--- src/rtl/multicycle_control_fsm.sv ---
// Main control FSM for the multi-cycle RV32 datapath: sequences fetch/decode/execute/memory/writeback
// and drives ALU-op, datapath selects and write strobes, with a ready handshake on the memory port.
module multicycle_control_fsm #(
  parameter int RETIRE_W = 32
) (
  input  logic                clk_i,
  input  logic                rst_i,
  input  logic [6:0]          opcode_i,
  input  logic                zero_i,
  input  logic                mem_ready_i,
  output logic [1:0]          alu_op_o,
  output logic [1:0]          alu_src_a_o,
  output logic [1:0]          alu_src_b_o,
  output logic [1:0]          result_src_o,
  output logic                adr_src_o,
  output logic                mem_req_o,
  output logic                mem_we_o,
  output logic                ir_write_o,
  output logic                pc_write_o,
  output logic                reg_write_o,
  output logic                halted_o,
  output logic                retire_o,
  output logic [RETIRE_W-1:0] retire_cnt_o
);

  localparam logic [6:0] OP_R    = 7'b0110011;
  localparam logic [6:0] OP_I    = 7'b0010011;
  localparam logic [6:0] OP_LW   = 7'b0000011;
  localparam logic [6:0] OP_SW   = 7'b0100011;
  localparam logic [6:0] OP_BEQ  = 7'b1100011;
  localparam logic [6:0] OP_JAL  = 7'b1101111;

  typedef enum logic [3:0] {
    S_FETCH, S_DECODE, S_EXEC_R, S_EXEC_I, S_ALU_WB, S_MEM_ADDR,
    S_MEM_READ, S_MEM_WB, S_MEM_WRITE, S_BRANCH, S_JAL, S_HALT
  } state_t;

  state_t              state_reg, state_next;
  logic [RETIRE_W-1:0] retire_cnt_reg;
  logic                pc_update, branch;

  always_ff @(posedge clk_i) begin
    if (rst_i) begin
      state_reg      <= S_FETCH;
      retire_cnt_reg <= '0;
    end else begin
      state_reg <= state_next;
      if (retire_o) retire_cnt_reg <= retire_cnt_reg + 1'b1;
    end
  end

  always_comb begin
    state_next   = state_reg;
    alu_op_o     = 2'b00;
    alu_src_a_o  = 2'b00;
    alu_src_b_o  = 2'b00;
    result_src_o = 2'b00;
    adr_src_o    = 1'b0;
    mem_req_o    = 1'b0;
    mem_we_o     = 1'b0;
    ir_write_o   = 1'b0;
    pc_update    = 1'b0;
    branch       = 1'b0;
    reg_write_o  = 1'b0;
    halted_o     = 1'b0;
    retire_o     = 1'b0;

    case (state_reg)
      S_FETCH: begin
        mem_req_o    = 1'b1;
        alu_src_b_o  = 2'b10;
        result_src_o = 2'b10;
        ir_write_o   = mem_ready_i;
        pc_update    = mem_ready_i;
        if (mem_ready_i) state_next = S_DECODE;
      end
      S_DECODE: begin
        alu_src_a_o = 2'b01;
        alu_src_b_o = 2'b01;
        case (opcode_i)
          OP_R:          state_next = S_EXEC_R;
          OP_I:          state_next = S_EXEC_I;
          OP_LW, OP_SW:  state_next = S_MEM_ADDR;
          OP_BEQ:        state_next = S_BRANCH;
          OP_JAL:        state_next = S_JAL;
          default:       state_next = S_HALT;
        endcase
      end
      S_EXEC_R: begin
        alu_src_a_o = 2'b10;
        alu_op_o    = 2'b10;
        state_next  = S_ALU_WB;
      end
      S_EXEC_I: begin
        alu_src_a_o = 2'b10;
        alu_src_b_o = 2'b01;
        alu_op_o    = 2'b11;
        state_next  = S_ALU_WB;
      end
      S_ALU_WB: begin
        reg_write_o = 1'b1;
        retire_o    = 1'b1;
        state_next  = S_FETCH;
      end
      S_MEM_ADDR: begin
        alu_src_a_o = 2'b10;
        alu_src_b_o = 2'b01;
        state_next  = (opcode_i == OP_SW) ? S_MEM_WRITE : S_MEM_READ;
      end
      S_MEM_READ: begin
        mem_req_o = 1'b1;
        adr_src_o = 1'b1;
        if (mem_ready_i) state_next = S_MEM_WB;
      end
      S_MEM_WB: begin
        result_src_o = 2'b01;
        reg_write_o  = 1'b1;
        retire_o     = 1'b1;
        state_next   = S_FETCH;
      end
      S_MEM_WRITE: begin
        mem_req_o = 1'b1;
        mem_we_o  = 1'b1;
        adr_src_o = 1'b1;
        retire_o  = mem_ready_i;
        if (mem_ready_i) state_next = S_FETCH;
      end
      S_BRANCH: begin
        alu_src_a_o = 2'b10;
        alu_op_o    = 2'b01;
        branch      = 1'b1;
        retire_o    = 1'b1;
        state_next  = S_FETCH;
      end
      S_JAL: begin
        alu_src_a_o = 2'b01;
        alu_src_b_o = 2'b10;
        pc_update   = 1'b1;
        state_next  = S_ALU_WB;
      end
      S_HALT: begin
        halted_o = 1'b1;
      end
      default: state_next = S_HALT;
    endcase

    pc_write_o = pc_update | (branch & zero_i);

    // Reset overrides every output, so an abandoned request leaves no stray strobe.
    if (rst_i) begin
      alu_op_o     = 2'b00;
      alu_src_a_o  = 2'b00;
      alu_src_b_o  = 2'b00;
      result_src_o = 2'b00;
      adr_src_o    = 1'b0;
      mem_req_o    = 1'b0;
      mem_we_o     = 1'b0;
      ir_write_o   = 1'b0;
      pc_write_o   = 1'b0;
      reg_write_o  = 1'b0;
      halted_o     = 1'b0;
      retire_o     = 1'b0;
    end
  end

  assign retire_cnt_o = retire_cnt_reg;

endmodule

--- config.mk ---
export PLATFORM = sky130hd
export DESIGN_NAME = multicycle_control_fsm
export DESIGN_NICKNAME = d
export VERILOG_FILES = /design/src/rtl/multicycle_control_fsm.sv
export SDC_FILE = /design/constraint.sdc
export NUM_CORES = 1
export LEC_CHECK = 0
export BUFFER_PORTS_ARGS = -buffer_cell sky130_fd_sc_hd__buf_2
export CAP_MARGIN = 10
export CORE_MARGIN = 1.5
export CORE_UTILIZATION = 55
export DETAILED_ROUTE_END_ITERATION = 10
export PLACE_DENSITY = 0.86
export SLEW_MARGIN = 10
export SYNTH_ARGS = -nofsm -noshare
export SYNTH_HDL_FRONTEND = slang
export SYNTH_SLANG_ARGS = --single-unit
--- constraint.sdc ---
create_clock -name clk_i -period 5.4 [get_ports clk_i]
set_input_delay 0.81 -clock clk_i [delete_from_list [all_inputs] [get_ports clk_i]]
set_output_delay 0.81 -clock clk_i [all_outputs]
set_load 0.02 [all_outputs]
After elaboration in Yosys (flattened, before gate mapping):

Cells that the tools add are included.

* eq/ne operators: 20
* mux-type cells: 31
* add/subtract/negate cells: 1
* reduce and logical (&&, ||, !) cells: 12
* bitwise logic cells: 3

Operators with widths (number)
* 32-bit by 1-bit adder with 32-bit output (second input constant): 1
* 4-bit one-hot mux with 8 select lines: 1
* 4-bit one-hot mux with 5 select lines: 1
* 4-bit by 3-bit == test with 1-bit output (second input constant): 4
* 4-bit == test (second input constant): 4
* 4-bit 2-to-1 mux: 4
* 1-bit 2-to-1 mux: 15
* 7-bit by 6-bit == test with 1-bit output (second input constant): 2
* 7-bit == test (second input constant): 2
* 2-bit one-hot mux with 2 select lines: 3
* 3-bit OR reduction: 4
* 2-bit OR reduction: 5
* 4-bit by 2-bit == test with 1-bit output (second input constant): 2
* 2-bit 2-to-1 mux: 4
* 7-bit by 2-bit == test with 1-bit output (second input constant): 1
* 7-bit by 5-bit == test with 1-bit output (second input constant): 1
* 2-bit inequality test (second input constant): 3
* 2-bit one-hot mux with 3 select lines: 1
* 4-bit by 1-bit == test with 1-bit output (second input constant): 1
* 4-bit logical NOT: 1
* 1-bit one-hot mux with 2 select lines: 2
* 4-bit AND reduction: 1
* 4-bit OR reduction: 1
* 1-bit bitwise AND: 1
* 2 further kinds: 2

* input bits: 11
* register bits: 36
* output and inout port bits: 48
* logic and storage cells: 69

Longest topological paths before layout:

Gate-level depths: netlist of the first run.

* word-level depth: 5
* gate-level depth with buffers: 7
* depth with buffers taken out: 5

Least setup slack after synthesis of the first run:

No wires, ideal clock.

* path type: input-to-output
* start: input port rst_i
* end: output port ir_write_o
* arrival: 1.764 ns
* path slack: 2.826 ns
* cell stages on the path: 3
* data required time: 4.590 ns
* path buffers: 0
* path through: or2_2 > nor2b_1 > and2_1

* word-level cells in the longest chain between the ends: 1

RTL lines
* start: declaration: line 7 `input logic rst_i,`
* 1-bit 2-to-1 mux: line 150 `if (rst_i) begin`
* end: declaration: line 18 `output logic ir_write_o,`

Every way passes these cells.

Worst setup path in the final report of the first run:

* start: register state_reg[0]
* end: output port retire_o

* word-level cells in the longest chain between the ends: 4
* elaborated cells on any way between the ends: 7

RTL lines
* start: declaration: line 38 `state_t state_reg, state_next;`
* start signal: assignment: line 47 `state_reg <= state_next;`
* 4-bit == test / 4-bit by 3-bit == test with 1-bit output (equally long branches): line 68 `case (state_reg)`
* 3-bit OR reduction (no line)
* 1-bit one-hot mux with 2 select lines *: line 68
* 1-bit 2-to-1 mux *: line 150
* end: declaration: line 22 `output logic retire_o,`

Mark *: on every way between the ends. The rest lies on a longest branch, timed or not.

==> reports/results.tsv, run 1 <==
stage	metric	value	unit
route	drt-total-wl	5263	um
critical_path	cp_slowest_stage_delay	0.78	ns
floorplan	coreArea	0.003689	sq mm
global_routing	globalRouteOverflowTotal	0	
critical_path	start_kind	flop	
timing	layout_worst_path_cycle_share	62.69	%
synth	synth_flop_cell	dfxtp_1	
power	p_sw_share	33.72	%
floorplan	fp.dieArea	0.004271	sq mm
critical_path	setup.worst_path.end_class	output pin	
power	seqPwrFrac	46.2	%
global_routing	grt_usage	25.91	%
synth	netlist_area	0.002138	sq mm
synth	synth-seq-cells	36	
synth	yosysMostFrequentCell	nor2_1	
cells_and_area	multiInputGateArea	0.001338	sq mm
critical_path	cp_max_fo	20	
power	p_leak	0.001005	uW
route	vias	2214	
synth	synth_nets	285	
timing	fin_crit	3.385	ns
synth	synth-edff-count	0	
timing	finalHoldViolations	0	
critical_path	cp.required	4.59	ns
cells_and_area	fillers	334	
clock_network	cts_tree	done	
cells_and_area	drive_gt1_share	23.62	%
timing	final-setup-viol-count	0	
global_routing	antenna_found_initial	0	
clock_network	clk_latency	0.29	ns
global_routing	grt_max_degree	49	
power	totalPowerFinal	659.7	uW
cells_and_area	finish.net_count	337	
critical_path	crit_top_cell	nor2_1	
synth	ys_types	48	
cells_and_area	regArea	720.7	sq um
cells_and_area	num_antenna_cells	0	
power	switchingPower	222.4	uW
floorplan	io_pins	59	
clock_network	cts_htree_levels	2	
synth	ys_seq_area_share	33.70	%
route	first_pass_iters	4	
synth	synth-compound-area-share	20.95	%
timing	fin_ws	2.015	ns
power	combPwrFrac	24.0	%
place	dp_slack	2.309	ns
place	portBuffers	58	
route	viasPerCell	5.920	
synth	async_reset_ff_share	0	%
synth	postSynthAreaPerCell	7.833	sq um
synth	synth-xor-area-share	8.192	%
route	wl_met3	353	um
cells_and_area	area_growth_syn_to_layout	17.91	%
floorplan	num_rows	22	
clock_network	ctsResizeCount	0	
timing	setup-tns-final	0	ns
route	dr_wl_met2	2518	um
clock_network	cts-root-buf	clkbuf_8	
synth	synth_top_area_share	33.70	%
power	pwr_density_cell	261.7	mW/mm^2
route	highest_layer	met4	
clock_network	clockBufferDepth	2	
place	post-dp-hpwl	3758	um
synth	synthCells	273	
route	wirelength_met1	2327	um
synth	synthMuxAreaShare	0.5266	%
clock_network	postCtsSetupRepairBufs	0	
synth	synthAdderAreaFrac	1.053	%
cells_and_area	largest_reg_flops	32	
global_routing	grt_first_pass_wirelength	8687	um
route	ant_nets	0	
run	drv_cap	0	
critical_path	path_cells	nand2_1, a21oi_1, nor2_1, nor2_1, buf_2	
critical_path	reg2reg_slack	2.61	ns
synth	synth_area_leaders	dfxtp_1 34%, nor2_1 6.5%, a21oi_1 4.9%	
power	internal_power	437.3	uW
timing	tightest_slew	0.9605	ns
route	route.detailed.drc	0	
timing	drv_slew	0	
floorplan	floorplan.initialDensity	57.97	%
timing	slew_headroom	35.97	%
clock_network	cts_made_buffers	5	
synth	yosys_warnings	0	
synth	synth_common_cells	37 x nor2_1, 36 x dfxtp_1, 21 x a21oi_1	
critical_path	cpMaxStageDelayCell	a21oi_1	
timing	rsz0062_at_grt	no	
floorplan	die_height	65.35	um
place	routabilityCongestion	0.8581	
clock_network	hold_buffers	0	
outcome	status	finished, final reports clean	
route	wl_per_cell	14.07	um
worst_hold_path	hold_class	flop to flop	
floorplan	die_w	65.35	um
timing	clock_skew	0.006685	ns
synth	yosys.area_share.simple	31.83	%
clock_network	clk_pin_slew	0.07	ns
power	ir_drop	0.1847	mV
power	clkPwrFrac	29.8	%
critical_path	arrival	2.57	ns
clock_network	cts_sinks	36	
synth	synth_top_cell_by_area	dfxtp_1	
timing	fmax	0.2954	GHz
critical_path	criticalPathCategory	flop to output pin	
global_routing	grt_pass1_vias	1975	
synth	synth_top_family_by_area	simple AND/OR/NAND/NOR gates	
route	drt_iter0_markers	146	
## metal layers
| metal | vias to the layer above | GRT usage, % |
|---|---|---|
| met5 | - | 0 |
| met4 | 0 | 11.46 |
| met3 | 5 | 5.651 |
| met2 | 84 | 42.47 |
| met1 | 1002 | 32.65 |
| li1 | 1123 | - |
## critical path: cells and delay by family, from the launching register on
kind,cells,cell delay (ns)
buffers and inverters,1,0.17
AOI/OAI and AO/OA,1,0.78
and+or+nand+nor,3,0.66
DFF,1,0.68
## cells in the final DEF, fill, tap and decap left out, types with 2 or more instances in the layout
cell,instances
buf_2,58
nor2_1,37
dfxtp_1,36
a21oi_1,21
nand2_1,19
nand3_1,13
o21ai_0,13
xor2_1,12
or3_1,9
xnor2_1,8
a211oi_1,7
nor3_1,6
or4_1,6
clkbuf_8,6
or2_2,5
and3_1,5
o2111ai_1,5
nand4_1,5
o31ai_1,5
o211ai_1,5
inv_1,4
nor4_1,4
a2111oi_0,4
nand2b_1,3
nor2b_1,3
and4_1,3
and2_1,2
a31oi_1,2
clkbuf_1,2
## per-stage QoR
| stage | std cells | hold slack, ns | instance area [sq um] | utilization (%) |
|---|---|---|---|---|
| 6_report | 374 | 0.4851 | 2521 | 68.35 |
| 5_1_grt | 374 | 0.5188 | 2521 | 68.35 |
| 4_1_cts | 374 | 0.4861 | 2521 | 68.35 |
| 3_5_place_dp | 366 | 0.4747 | 2431 | 65.91 |
| 3_3_place_gp | 366 | 0.4757 | 2431 | 65.91 |
| 2_1_floorplan | 273 | 0.5590 | 2138 | - |
## cell type report
cell class | count | share of cell area [%]
timing repair buffer | 59 | 11.81
inverter | 4 | 0.5955
clock buffer | 8 | 3.573
tap | 48 | 2.382
multi-input combinational | 219 | 53.05
sequential | 36 | 28.59
## worst paths after layout
kind,start,endpoint,cells after the start
max,state_reg[0],retire_o,5
max reg2reg,state_reg[0],retire_cnt_o[17],5
min reg2reg,retire_cnt_o[31],retire_cnt_o[31],2
min,retire_cnt_o[31],retire_cnt_o[31],2
## logic make-up (layout without fill, tap and decap cells)
kind of cell    count (synthesis)  count (layout)
simple gates                  127             127
xor+xnor                       20              20
mux                             1               1
flops                          36              36
fa+ha+maj                       2               2
buf+inv                        18              71
compound gates                 69              69
## power by group through the flow
stage	clock network [uW]	registers [uW]	logic, uW
2_1_floorplan	0	292	133
3_3_place_gp	0	309	154
3_5_place_dp	0	310	157
4_1_cts	202	304	158
5_1_grt	208	308	177
6_report	197	305	158
(Power assumes the default switching activity.)
==> run 2, diff against run 1 <==
Settings changed: ABC_AREA from default to 1, CORE_UTILIZATION 55 to 49, PLACE_DENSITY 0.86 to 0.79.
Clock period 5.4 ns to 3.1 ns, I/O delays scaled along.
==> run 2 against run 1 <==
Clock skew decreased by 0.0032 ns. Synthesized cell count increased by 64%. Combinational power increased to 4.1 times the previous value. Setup slack got worse by 0.92 ns. Register-to-register slack got worse by 1.4 ns. Clock power increased by 130%. Total power increased by 150%. Die area increased by 34%. Global-route usage decreased by 2.4 points. Critical path depth increased by 3. Sequential power increased by 77%. Critical path type unchanged. Critical endpoint is now alu_src_a_o[1]. Largest cell class unchanged.
==> reports/results.tsv, run 2 <==
stage	metric	value	unit	change
synth	postSynthAreaPerCell	5.763	sq um	was 7.833 sq um
power	pwr_density_cell	538.0	mW/mm^2	was 261.7 mW/mm^2
critical_path	r2r_start	retire_cnt_o[0]		was state_reg[0]
route	first_pass_iters	4		unchanged
route	ant_nets	0		unchanged
power	p_leak	0.001348	uW	was 0.001005 uW
global_routing	grt_usage	23.46	%	was 25.91%
floorplan	die_height	75.51	um	was 65.35 um
floorplan	die_w	75.51	um	was 65.35 um
synth	synth_top_cell_by_area	dfxtp_1		unchanged
clock_network	cts-root-buf	clkbuf_8		unchanged
clock_network	ctsResizeCount	0		unchanged
critical_path	path_cells	inv_2, nand2_2, inv_1, nand2_1, inv_1, o31ai_1, inv_1, buf_2		was nand2_1, a21oi_1, nor2_1, nor2_1, buf_2
critical_path	cp.required	2.63	ns	was 4.59 ns
cells_and_area	finish.net_count	518		was 337
global_routing	grt_first_pass_wirelength	10400	um	was 8687 um
critical_path	setup.worst_path.end_class	output pin		unchanged
critical_path	r2r-end	retire_cnt_o[16]		was retire_cnt_o[17]
route	drt-total-wl	6544	um	was 5263 um
power	ir_drop	0.5105	mV	was 0.1847 mV
timing	clock_skew	0.003460	ns	was 0.006685 ns
synth	synthCells	447		was 273
cells_and_area	layout_common_cells	151 x nand2_1, 85 x nor2_1, 58 x buf_2, 50 x inv_1, 36 x dfxtp_1		was 58 x buf_2, 37 x nor2_1, 36 x dfxtp_1, 21 x a21oi_1, 19 x nand2_1
timing	slew_headroom	74.57	%	was 35.97%
critical_path	path_delay_family	buffers and inverters		was compound AO/OA/AOI/OAI gates
synth	yosysMostFrequentCell	nand2_1		was nor2_1
power	totalPowerFinal	1641	uW	was 659.7 uW
critical_path	cpMaxStageDelayCell	dfxtp_1		was a21oi_1
cells_and_area	mostFrequentLayoutCell	nand2_1		was buf_2
critical_path	cp_slowest_stage_delay	0.44	ns	was 0.78 ns
timing	fmax	0.4995	GHz	
clock_network	hold_buffers	0		unchanged
worst_hold_path	hold_class	input port to flop		was flop to flop
timing	setup-tns-final	0	ns	unchanged
cells_and_area	largest_reg_flops	32		unchanged
global_routing	antenna_found_initial	0		unchanged
timing	fin_crit	2.002	ns	
synth	ys_types	31		was 48
synth	synth-seq-cells	36		unchanged
synth	synth_common_cells	151 x nand2_1, 85 x nor2_1, 50 x inv_1		was 37 x nor2_1, 36 x dfxtp_1, 21 x a21oi_1
floorplan	coreArea	0.005075	sq mm	was 0.003689 sq mm
timing	tightest_slew	0.3801	ns	was 0.9605 ns
route	route.detailed.drc	0		unchanged
clock_network	cts_made_buffers	5		unchanged
floorplan	fp.dieArea	0.005702	sq mm	was 0.004271 sq mm
floorplan	num_rows	26		was 22
cells_and_area	num_antenna_cells	0		unchanged
synth	ys_seq_area_share	27.97	%	was 33.70%
route	viasPerCell	5.017		was 5.920
worst_hold_path	hold_depth	2		unchanged
floorplan	floorplan.initialDensity	50.76	%	was 57.97%
global_routing	grt_max_degree	30		was 49
synth	synth_flop_cell	dfxtp_1		unchanged
clock_network	clk_pin_slew	0.07	ns	about the same
timing	drv_slew	0		unchanged
run	drv_cap	0		unchanged
critical_path	crit_top_cell	inv_1		was nor2_1
synth	synth_top_area_share	27.97	%	was 33.70%
outcome	status	finished, final reports clean		unchanged
place	routabilityCongestion	0.9645		was 0.8581
timing	final-setup-viol-count	0		unchanged
clock_network	postCtsSetupRepairBufs	0		unchanged
synth	synth_nets	459		was 285
critical_path	criticalPathCategory	flop to output pin		unchanged
cells_and_area	drive_gt1_share	20.91	%	was 23.62%
cells_and_area	area_growth_syn_to_layout	18.41	%	was 17.91%
clock_network	clk_latency	0.29	ns	about the same
timing	rsz0062_at_grt	no		unchanged
global_routing	globalRouteOverflowTotal	0		unchanged
critical_path	crit_cells	8		was 5
synth	synth_area_leaders	dfxtp_1 28%, nand2_1 22%, nor2_1 12%		was dfxtp_1 34%, nor2_1 6.5%, a21oi_1 4.9%
place	post-dp-hpwl	4929	um	was 3758 um
global_routing	grt_pass1_vias	2419		was 1975
route	drt_iter0_markers	166		was 146
critical_path	reg2reg_slack	1.23	ns	was 2.61 ns
clock_network	cts_htree_levels	2		unchanged
place	portBuffers	58		unchanged
route	vias	2895		was 2214
critical_path	crit_path_start	state_reg[1]		was state_reg[0]
floorplan	io_pins	59		unchanged
clock_network	cts_sinks	36		unchanged
critical_path	arrival	1.54	ns	was 2.57 ns
synth	async_reset_ff_share	0	%	unchanged
critical_path	cp.buffers_inverters	5		was 1
clock_network	cts_tree	done		unchanged
synth	yosys_warnings	0		unchanged
route	wl_per_cell	11.34	um	was 14.07 um
synth	netlist_area	0.002576	sq mm	was 0.002138 sq mm
clock_network	clockBufferDepth	2		unchanged
timing	finalHoldViolations	0		unchanged
critical_path	start_kind	flop		unchanged
timing	layout_worst_path_cycle_share	64.58	%	
critical_path	critPathCapture	alu_src_a_o[1]		was retire_o
synth	synth-edff-count	0		unchanged
critical_path	cp_max_fo	5		was 20
critical_path	rr_worst_depth	11		was 5
-- run 2: cell types whose count changed in the layout (fill, tap and decap cells not counted), moves of 6 or more --
cell / previous run / this run
a211oi_1: 7 / 0
nor2_1: 37 / 85
o21ai_0: 13 / 5
nor2_2: 0 / 6
xor2_1: 12 / 6
a21oi_2: 0 / 9
inv_1: 4 / 50
nand3_1: 13 / 23
or3_1: 9 / 0
xnor2_1: 8 / 2
nand2_2: 0 / 14
nand2_1: 19 / 151
or4_1: 6 / 0
-- run 2: layer usage --
| metal | vias up | track usage, % | routed length, um |
|---|---|---|---|
| met2 | 85 | 41.23 | 3195 |
| met1 | 1296 | 28.79 | 2910 |
| met5 | - | 0 | 0 |
| li1 | 1506 | - | - |
| met3 | 8 | 4.894 | 376 |
| met4 | 0 | 7.143 | 63 |
-- run 2: cell type report --
| type | count | area, sq um |
|---|---|---|
| Fill cell | 490 | 2024 |
| Multi-Input combinational cell | 348 | 1604 |
| Sequential cell | 36 | 720.7 |
| Timing Repair Buffer | 60 | 305.3 |
| Inverter | 55 | 206.4 |
| Clock buffer | 7 | 96.34 |
| Tap cell | 70 | 87.58 |
| Clock inverter | 1 | 30.03 |
-- run 2: how the worst min path moves through the flow --
stage,startpoint,end,slack (ns)
global route,rst_i,retire_cnt_o[5],0.46
detailed placement,retire_cnt_o[31],retire_cnt_o[31],0.50
CTS,rst_i,retire_cnt_o[6],0.45
finish,rst_i,retire_cnt_o[6],0.45
global placement,retire_cnt_o[31],retire_cnt_o[31],0.49
floorplan,state_reg[3],state_reg[3],0.50
-- run 2: per-stage QoR --
step / cell area, sq um / util, % / setup WS, ns / std cells / hold slack, ns
floorplan: 2576 / - / 1.185 / 447 / 0.4964
global placement: 2924 / 57.62 / 1.270 / 569 / 0.4916
detailed placement: 2924 / 57.62 / 1.257 / 569 / 0.4995
CTS: 3050 / 60.11 / 1.110 / 577 / 0.4481
global route: 3050 / 60.11 / 1.005 / 577 / 0.4637
finish: 3050 / 60.11 / 1.098 / 577 / 0.4536
-- run 2: report_power, final --
group / switching [uW] / internal [uW] / total (uW)
Clock: 173 / 284 / 457
Combinational: 462 / 183 / 645
Sequential: 43.8 / 495 / 539
-- run 2: cells by family after synthesis --
kind of cell | Yosys count | synth area share (%)
and+or+nand+nor | 294 | 47.84
buffers and inverters | 63 | 9.762
AOI/OAI and AO/OA | 45 | 11.22
DFF | 36 | 27.97
xor gates and xnor gates | 8 | 2.720
adders and majority gates | 1 | 0.4856
-- run 2: worst reg2reg max path, delay by kind of cell (launching register included) --
| family | cells | cell delay (ns) |
|---|---|---|
| and+or+nand+nor | 8 | 1.01 |
| buffers and inverters | 2 | 0.11 |
| DFF | 1 | 0.41 |
| adders and majority gates | 1 | 0.28 |
